## src/rtl/status_array_arbiter_pkg.sv

```systemverilog
// Shared status array geometry used by the arbiter and its environment.
package status_array_arbiter_pkg;

   localparam int unsigned SA_ADDR_WIDTH = 4;
   localparam int unsigned SA_ROW_WIDTH  = 8;
   localparam int unsigned SA_NUM_BLOCKS = 4;

endpackage : status_array_arbiter_pkg

```

## src/rtl/status_array_arbiter.sv

```systemverilog
// Arbitrates a single-port status array between the initializer, status
// updates and lookups; updates win unless a lookup has starved too long.
module status_array_arbiter
   import status_array_arbiter_pkg::*;
#(
   parameter int unsigned ADDR_WIDTH   = SA_ADDR_WIDTH,
   parameter int unsigned ROW_WIDTH    = SA_ROW_WIDTH,
   parameter int unsigned NUM_BLOCKS   = SA_NUM_BLOCKS,
   parameter int unsigned STARVE_LIMIT = 4
) (
   input  logic                  clk,
   input  logic                  rst,
   input  logic                  i_halt,
   input  logic [ADDR_WIDTH-1:0] i_init_addr,
   input  logic [ROW_WIDTH-1:0]  i_init_data,
   input  logic                  i_init_wen,
   input  logic [NUM_BLOCKS-1:0] i_init_wmask,
   input  logic                  i_init_valid,
   input  logic                  i_init_complete,
   input  logic                  i_upd_valid,
   input  logic [ADDR_WIDTH-1:0] i_upd_addr,
   input  logic [ROW_WIDTH-1:0]  i_upd_data,
   input  logic [NUM_BLOCKS-1:0] i_upd_wmask,
   output logic                  o_upd_ready,
   input  logic                  i_lkp_valid,
   input  logic [ADDR_WIDTH-1:0] i_lkp_addr,
   output logic                  o_lkp_ready,
   output logic [ROW_WIDTH-1:0]  o_lkp_rdata,
   output logic                  o_lkp_rvalid,
   output logic [ADDR_WIDTH-1:0] o_sa_addr,
   output logic [ROW_WIDTH-1:0]  o_sa_data,
   output logic                  o_sa_wen,
   output logic [NUM_BLOCKS-1:0] o_sa_wmask,
   output logic                  o_sa_valid,
   input  logic [ROW_WIDTH-1:0]  i_sa_rdata
);

   localparam int unsigned STARVE_W = $clog2(STARVE_LIMIT + 1);

   typedef enum logic {
      S_INIT = 1'b0,
      S_RUN  = 1'b1
   } state_e;

   state_e              state_q, state_d;
   logic [STARVE_W-1:0] starve_q, starve_d;
   logic                starved_c;
   logic                upd_grant_c, lkp_grant_c;
   logic                rd_issued_q;
   logic                lkp_rvalid_q;

   // Leave init once the initializer reports completion outside a halt.
   always_comb begin
      state_d = state_q;
      if (state_q == S_INIT && i_init_complete && !i_halt) begin
         state_d = S_RUN;
      end
   end

   // Readiness depends only on valids, starvation and state, so grants are exclusive.
   always_comb begin
      starved_c   = (starve_q >= STARVE_W'(STARVE_LIMIT));
      o_upd_ready = 1'b0;
      o_lkp_ready = 1'b0;
      if (state_q == S_RUN && !i_halt) begin
         o_upd_ready = !i_lkp_valid || !starved_c;
         o_lkp_ready = !i_upd_valid || starved_c;
      end
      upd_grant_c = i_upd_valid && o_upd_ready;
      lkp_grant_c = i_lkp_valid && o_lkp_ready;
   end

   // Count update grants that bypass a waiting lookup; saturates at the limit.
   always_comb begin
      starve_d = starve_q;
      if (state_q == S_RUN && !i_halt) begin
         if (lkp_grant_c || !i_lkp_valid) begin
            starve_d = '0;
         end else if (upd_grant_c && !starved_c) begin
            starve_d = starve_q + STARVE_W'(1);
         end
      end
   end

   // State and starvation registers.
   always_ff @(posedge clk) begin
      if (rst) begin
         state_q  <= S_INIT;
         starve_q <= '0;
      end else begin
         state_q  <= state_d;
         starve_q <= starve_d;
      end
   end

   // Array command register: init mirror, granted request, or idle.
   always_ff @(posedge clk) begin
      if (rst) begin
         o_sa_addr  <= '0;
         o_sa_data  <= '0;
         o_sa_wen   <= 1'b0;
         o_sa_wmask <= '0;
         o_sa_valid <= 1'b0;
      end else if (state_q == S_INIT) begin
         o_sa_addr  <= i_init_addr;
         o_sa_data  <= i_init_data;
         o_sa_wen   <= i_init_wen;
         o_sa_wmask <= i_init_wmask;
         o_sa_valid <= i_init_valid;
      end else if (upd_grant_c) begin
         o_sa_addr  <= i_upd_addr;
         o_sa_data  <= i_upd_data;
         o_sa_wen   <= 1'b1;
         o_sa_wmask <= i_upd_wmask;
         o_sa_valid <= 1'b1;
      end else if (lkp_grant_c) begin
         o_sa_addr  <= i_lkp_addr;
         o_sa_data  <= '0;
         o_sa_wen   <= 1'b0;
         o_sa_wmask <= '0;
         o_sa_valid <= 1'b1;
      end else begin
         o_sa_addr  <= '0;
         o_sa_data  <= '0;
         o_sa_wen   <= 1'b0;
         o_sa_wmask <= '0;
         o_sa_valid <= 1'b0;
      end
   end

   // Two-stage read tracker: command cycle, then array data cycle; not frozen by halt.
   always_ff @(posedge clk) begin
      if (rst) begin
         rd_issued_q  <= 1'b0;
         lkp_rvalid_q <= 1'b0;
      end else begin
         rd_issued_q  <= lkp_grant_c;
         lkp_rvalid_q <= rd_issued_q;
      end
   end

   assign o_lkp_rvalid = lkp_rvalid_q;
   assign o_lkp_rdata  = lkp_rvalid_q ? i_sa_rdata : '0;

endmodule : status_array_arbiter
```

## config.mk

```make
export PLATFORM = sky130hd
export DESIGN_NAME = status_array_arbiter
export DESIGN_NICKNAME = d
export VERILOG_FILES = /design/src/rtl/status_array_arbiter_pkg.sv /design/src/rtl/status_array_arbiter.sv
export SDC_FILE = /design/constraint.sdc
export NUM_CORES = 1
export LEC_CHECK = 0
export CORE_AREA = 2 2 54 66
export CTS_CLUSTER_DIAMETER = 100
export DETAILED_ROUTE_END_ITERATION = 16
export DIE_AREA = 0 0 56 68
export PLACE_DENSITY = 0.81
export SETUP_SLACK_MARGIN = 0.05
export SYNTH_ARGS = -nofsm -noshare
export SYNTH_HDL_FRONTEND = slang
export SYNTH_SLANG_ARGS = --single-unit
```

## constraint.sdc

```tcl
create_clock -name clk -period 2.6 [get_ports clk]
set_input_delay 0.52 -clock clk [delete_from_list [all_inputs] [get_ports clk]]
set_output_delay 0.52 -clock clk [all_outputs]
set_load 0.02 [all_outputs]
```

======== After elaboration in Yosys (flattened, before gate mapping) ========
Index checks and enable logic that the tools add are counted.
storage, ports and cells
  register bits ........................... 24
  output and inout bits ................... 29
cells by class
  $add $sub $neg .......................... 1
  multiplexer cells ....................... 17
  order comparisons ....................... 1
  bitwise operators ....................... 1
  reductions and logical operators ........ 15
operator list
  cell                   count
  $mux W8                3
  $mux W4                5
  $mux W1                7
  $logic_and A1 B1 Y1    6
  $mux W3                2
  $logic_not A1 Y1       4
  $add A3 B1 Y3 const B  1
  $ge A3 B3 Y1 const B   1
  $logic_or A1 B1 Y1     3
  $reduce_and A2 Y1      1
  $reduce_bool A2 Y1     1
  $not A1 Y1             1

======== Logic depth before layout (Yosys ltp) ========
  word-level depth ........................ 8
  mapped depth ............................ 5

======== Worst setup path after synthesis ========
Ideal clock, no wire load.
  path type ............................... input-to-output
  from .................................... input i_halt
  to ...................................... output o_lkp_ready
  data arrival time ....................... 1230 ps
  required time ........................... 2080 ps
  slack ................................... 850 ps
  path buffers ............................ 2
  stages .................................. 4
  cell sequence ........................... and2b_1 buf_6 buf_2 and2_1
on the way
  longest elaborated chain between the ends .. 3
RTL lines
  item                 line                        RTL
  start, declared      status_array_arbiter.sv:13  input logic i_halt,
  $logic_not A1 Y1     status_array_arbiter.sv:65  if (state_q == S_RUN && !i_halt) begin
  $logic_and A1 B1 Y1  status_array_arbiter.sv:65
  $mux W1              status_array_arbiter.sv:65
  end, declared        status_array_arbiter.sv:27  output logic o_lkp_ready,
Every way passes these cells.

======== Final worst setup path ========
  from .................................... input i_halt
  to ...................................... output o_upd_ready
on the way
  longest elaborated chain between the ends .. 3
RTL lines
  item                 line                        RTL
  $logic_not A1 Y1     status_array_arbiter.sv:65
  $logic_and A1 B1 Y1  status_array_arbiter.sv:65
  $mux W1              status_array_arbiter.sv:65
  end, declared        status_array_arbiter.sv:24  output logic o_upd_ready,
Every way passes these cells.

==> summary.md <==
| Metric | Value |
|---|---|
| Final setup viols | 0 |
| Commonest non-fill, non-tap cell in the layout | clkdlybuf4s50_1 |
| FF+latch area | 480 µm² |
| FF-to-FF setup slack | 1.27 ns |
| Die Span X | 56 µm |
| Setup Slack @ Placement | 0.165 ns |
| Worst Hold Class | reg -> reg |
| Root Buffer | clkbuf_8 |
| Mapped Area | 1080 µm² |
| Post-synthesis cell count | 126 |
| Post-route setup slack | 0.176 ns |
| Crit start category | input port |
| Crit-path leading delay family | buffers and inverters |
| Largest net degree at the start of global routing | 26 |
| Slowest cell on crit path | clkdlybuf4s50_1 |
| R2R depth | 3 |
| Die footprint | 3810 µm² |
| Setup crit end kind | output port |
| Data required time of the critical path | 2.08 ns |
| Min-delay src | rd_issued_q |
| Lkg Pwr | 0.000714 µW |
| Routed WL | 3.24 mm |
| Cell mode on critical path | clkdlybuf4s50_1 |
| # port buffers | 80 |
| Die height | 68 µm |
| CTS clk-pin slew, worst paths | 0.08 ns |
| Placed cell areas | 1910 µm² |
| Worst Hold Depth | 1 |
| Number of global-route vias before repair | 1165 |
| Setup TNS Final | 0 ns |
| HPWL Detailed | 2.50 mm |
| Ant diodes | 0 |
| Final nets | 259 |
| Period Utilization, post-route | 0.932 |
| Remaining Overflow, GRT | 0 |
| Ports | 81 |
| Multi-input gate area | 529 µm² |
| Power Density | 418 nW/µm² |
| Core Area | 3220 µm² |
| WP data arrival | 1.90 ns |
| RSZ-0062 raised after global routing | false |
| Iteration-0 DRC Markers | 33 |
| Drt first pass iters | 4 |
| Status | finished, final reports clean |
| Register area share after synthesis | 0.444 |
| Synth cell types | 19 |
| Max-slew headroom | 0.426 |
| Routed vias | 1207 |
| R2R Path Start | starve_q[2] |
| Final Cell Area | 1950 µm² |
| CTS Buffer Depth | 2 |
| Hold_buf cts | 0 |
| Peak fanout along the critical path | 4 |
| Layout cells sized above 1 | 0.0443 |
| RR Endpoint | o_sa_valid |
| Row count | 23 |
| Final ANT Viol Nets | 0 |
| Most frequent cells in the layout | clkdlybuf4s50_1 (80), dfxtp_1 (24), nand4_1 (20), a21oi_1 (18), nand2b_1 (15) |
| FILL cells | 290 |
| Max Cap Viol | 0 |
| Final Power | 814 µW |
| CTS H-tree lvls | 1 |
| Maximum vdd drop | 0.237 mV |
| Bufs and invs on worst path | 2 |
| Max stage delay on crit path | 0.61 ns |
| Initial core utilization | 0.335 |
| Post-Syn Area per Cell | 8.58 µm² |
| Final hold violations | 0 |
| Wire length of the first global-routing pass | 4.97 mm |
| Flops & latches, synth | 24 |
| Worst-margin pin slew | 0.859 ns |
| Clk_lat worst skew | 0.26 ns |
| Vias per cell | 5.03 |
| Detailed-route wire length per cell | 13.5 µm |
| Tot GR Track Use | 0.165 |
| CP Class | in -> out |
| Syn_nets | 180 |
| Initial antenna violation count | 0 |
| Worst-path cell chain | clkdlybuf4s50_1, nand2b_1, a21oi_1, clkdlybuf4s50_1 |
| Resized Gates After CTS | 0 |
| Slew Limit Fails | 0 |
| CTS buffer count | 3 |
| End of the worst hold path | o_lkp_rvalid |
| Ys Warns | 0 |
| Clock sinks | 24 |
| Fmax achieved | 413 MHz |
| Min Tclk post-route | 2.42 ns |
| Post-CTS setup buffer count | 0 |
| Clock skew | 0.00435 ns |
| Routability cong. | 0.733 |
| CTS tree | yes |
| Synth-to-Final Area Change | 80.1% |
| # DRC | 0 |
[registers in the layout, summed over array words and instances (netlist names)]
signal,count
o_sa_data,8
state_q,1
o_sa_valid,1
o_lkp_rvalid,1
rd_issued_q,1
starve_q,3
o_sa_addr,4
o_sa_wen,1
o_sa_wmask,4
[how the worst max path moves through the flow]
stage,startpoint,to,slack [ns],cells past startpoint
final,i_halt,o_upd_ready,0.18,4
after global routing,i_halt,o_upd_ready,0.08,4
after CTS,i_halt,o_lkp_ready,0.16,4
after detailed placement,i_halt,o_lkp_ready,0.16,4
after global placement,i_halt,o_upd_ready,0.19,4
after floorplan,i_halt,o_lkp_ready,0.85,4
[layout make-up]
type,count,share of cell area
multi-input combinational,88,0.272
clock buffer,3,0.0212
timing repair buffer,85,0.431
inverter,3,0.00578
tap,37,0.0238
sequential,24,0.247
[layer usage]
metal / vias up / global-route usage / share of wire
li1: 600 / - / -
met1: 545 / 0.152 / 0.36
met2: 60 / 0.351 / 0.55
met3: 2 / 0.0397 / 0.086
met4: 0 / 0.0506 / 0.0052
met5: - / 0 / 0
[power breakdown]
part / internal [µW] / switching, µW
Clock: 103 / 111
Sequential: 388 / 5.75
Combinational: 124 / 81.7
[through the flow]
stage                     instances  utilization  hold slack (ns)
final                           240        0.604            0.465
after global routing            240        0.604            0.478
after CTS                       240        0.604            0.461
after detailed placement        237        0.591            0.443
after global placement          237        0.591            0.419
after floorplan                 126            -            0.414
[kinds of logic (layout without fill, tap and decap cells)]
group,Yosys count,count (layout),share of synthesized area
and+or+nand+nor,63,63,0.337
buffers and inverters,14,91,0.0660
DFF,24,24,0.444
adders and majority gates,2,2,0.0231
AOI/OAI and AO/OA,23,23,0.130
[cells in the mapped netlist]
| library cell | number | area, µm² |
|---|---|---|
| nand2b_1 | 15 | 93.8 |
| nand3_1 | 5 | 25.0 |
| dfxtp_1 | 24 | 480 |
| a311oi_1 | 4 | 35.0 |
| and2b_1 | 1 | 7.51 |
| buf_1 | 1 | 3.75 |
| buf_2 | 3 | 15.0 |
| clkbuf_1 | 5 | 18.8 |
| and2_1 | 9 | 56.3 |
| and3b_1 | 1 | 8.76 |
| nor2_1 | 7 | 26.3 |
| nand4_1 | 20 | 125 |
| inv_1 | 3 | 11.3 |
| nand2_1 | 4 | 15.0 |
| nor2b_1 | 1 | 6.26 |
| ha_1 | 2 | 25.0 |
| a311oi_2 | 1 | 15.0 |
| buf_6 | 2 | 22.5 |
| a21oi_1 | 18 | 90.1 |
No activity file was read; power rests on OpenSTA's default activity.
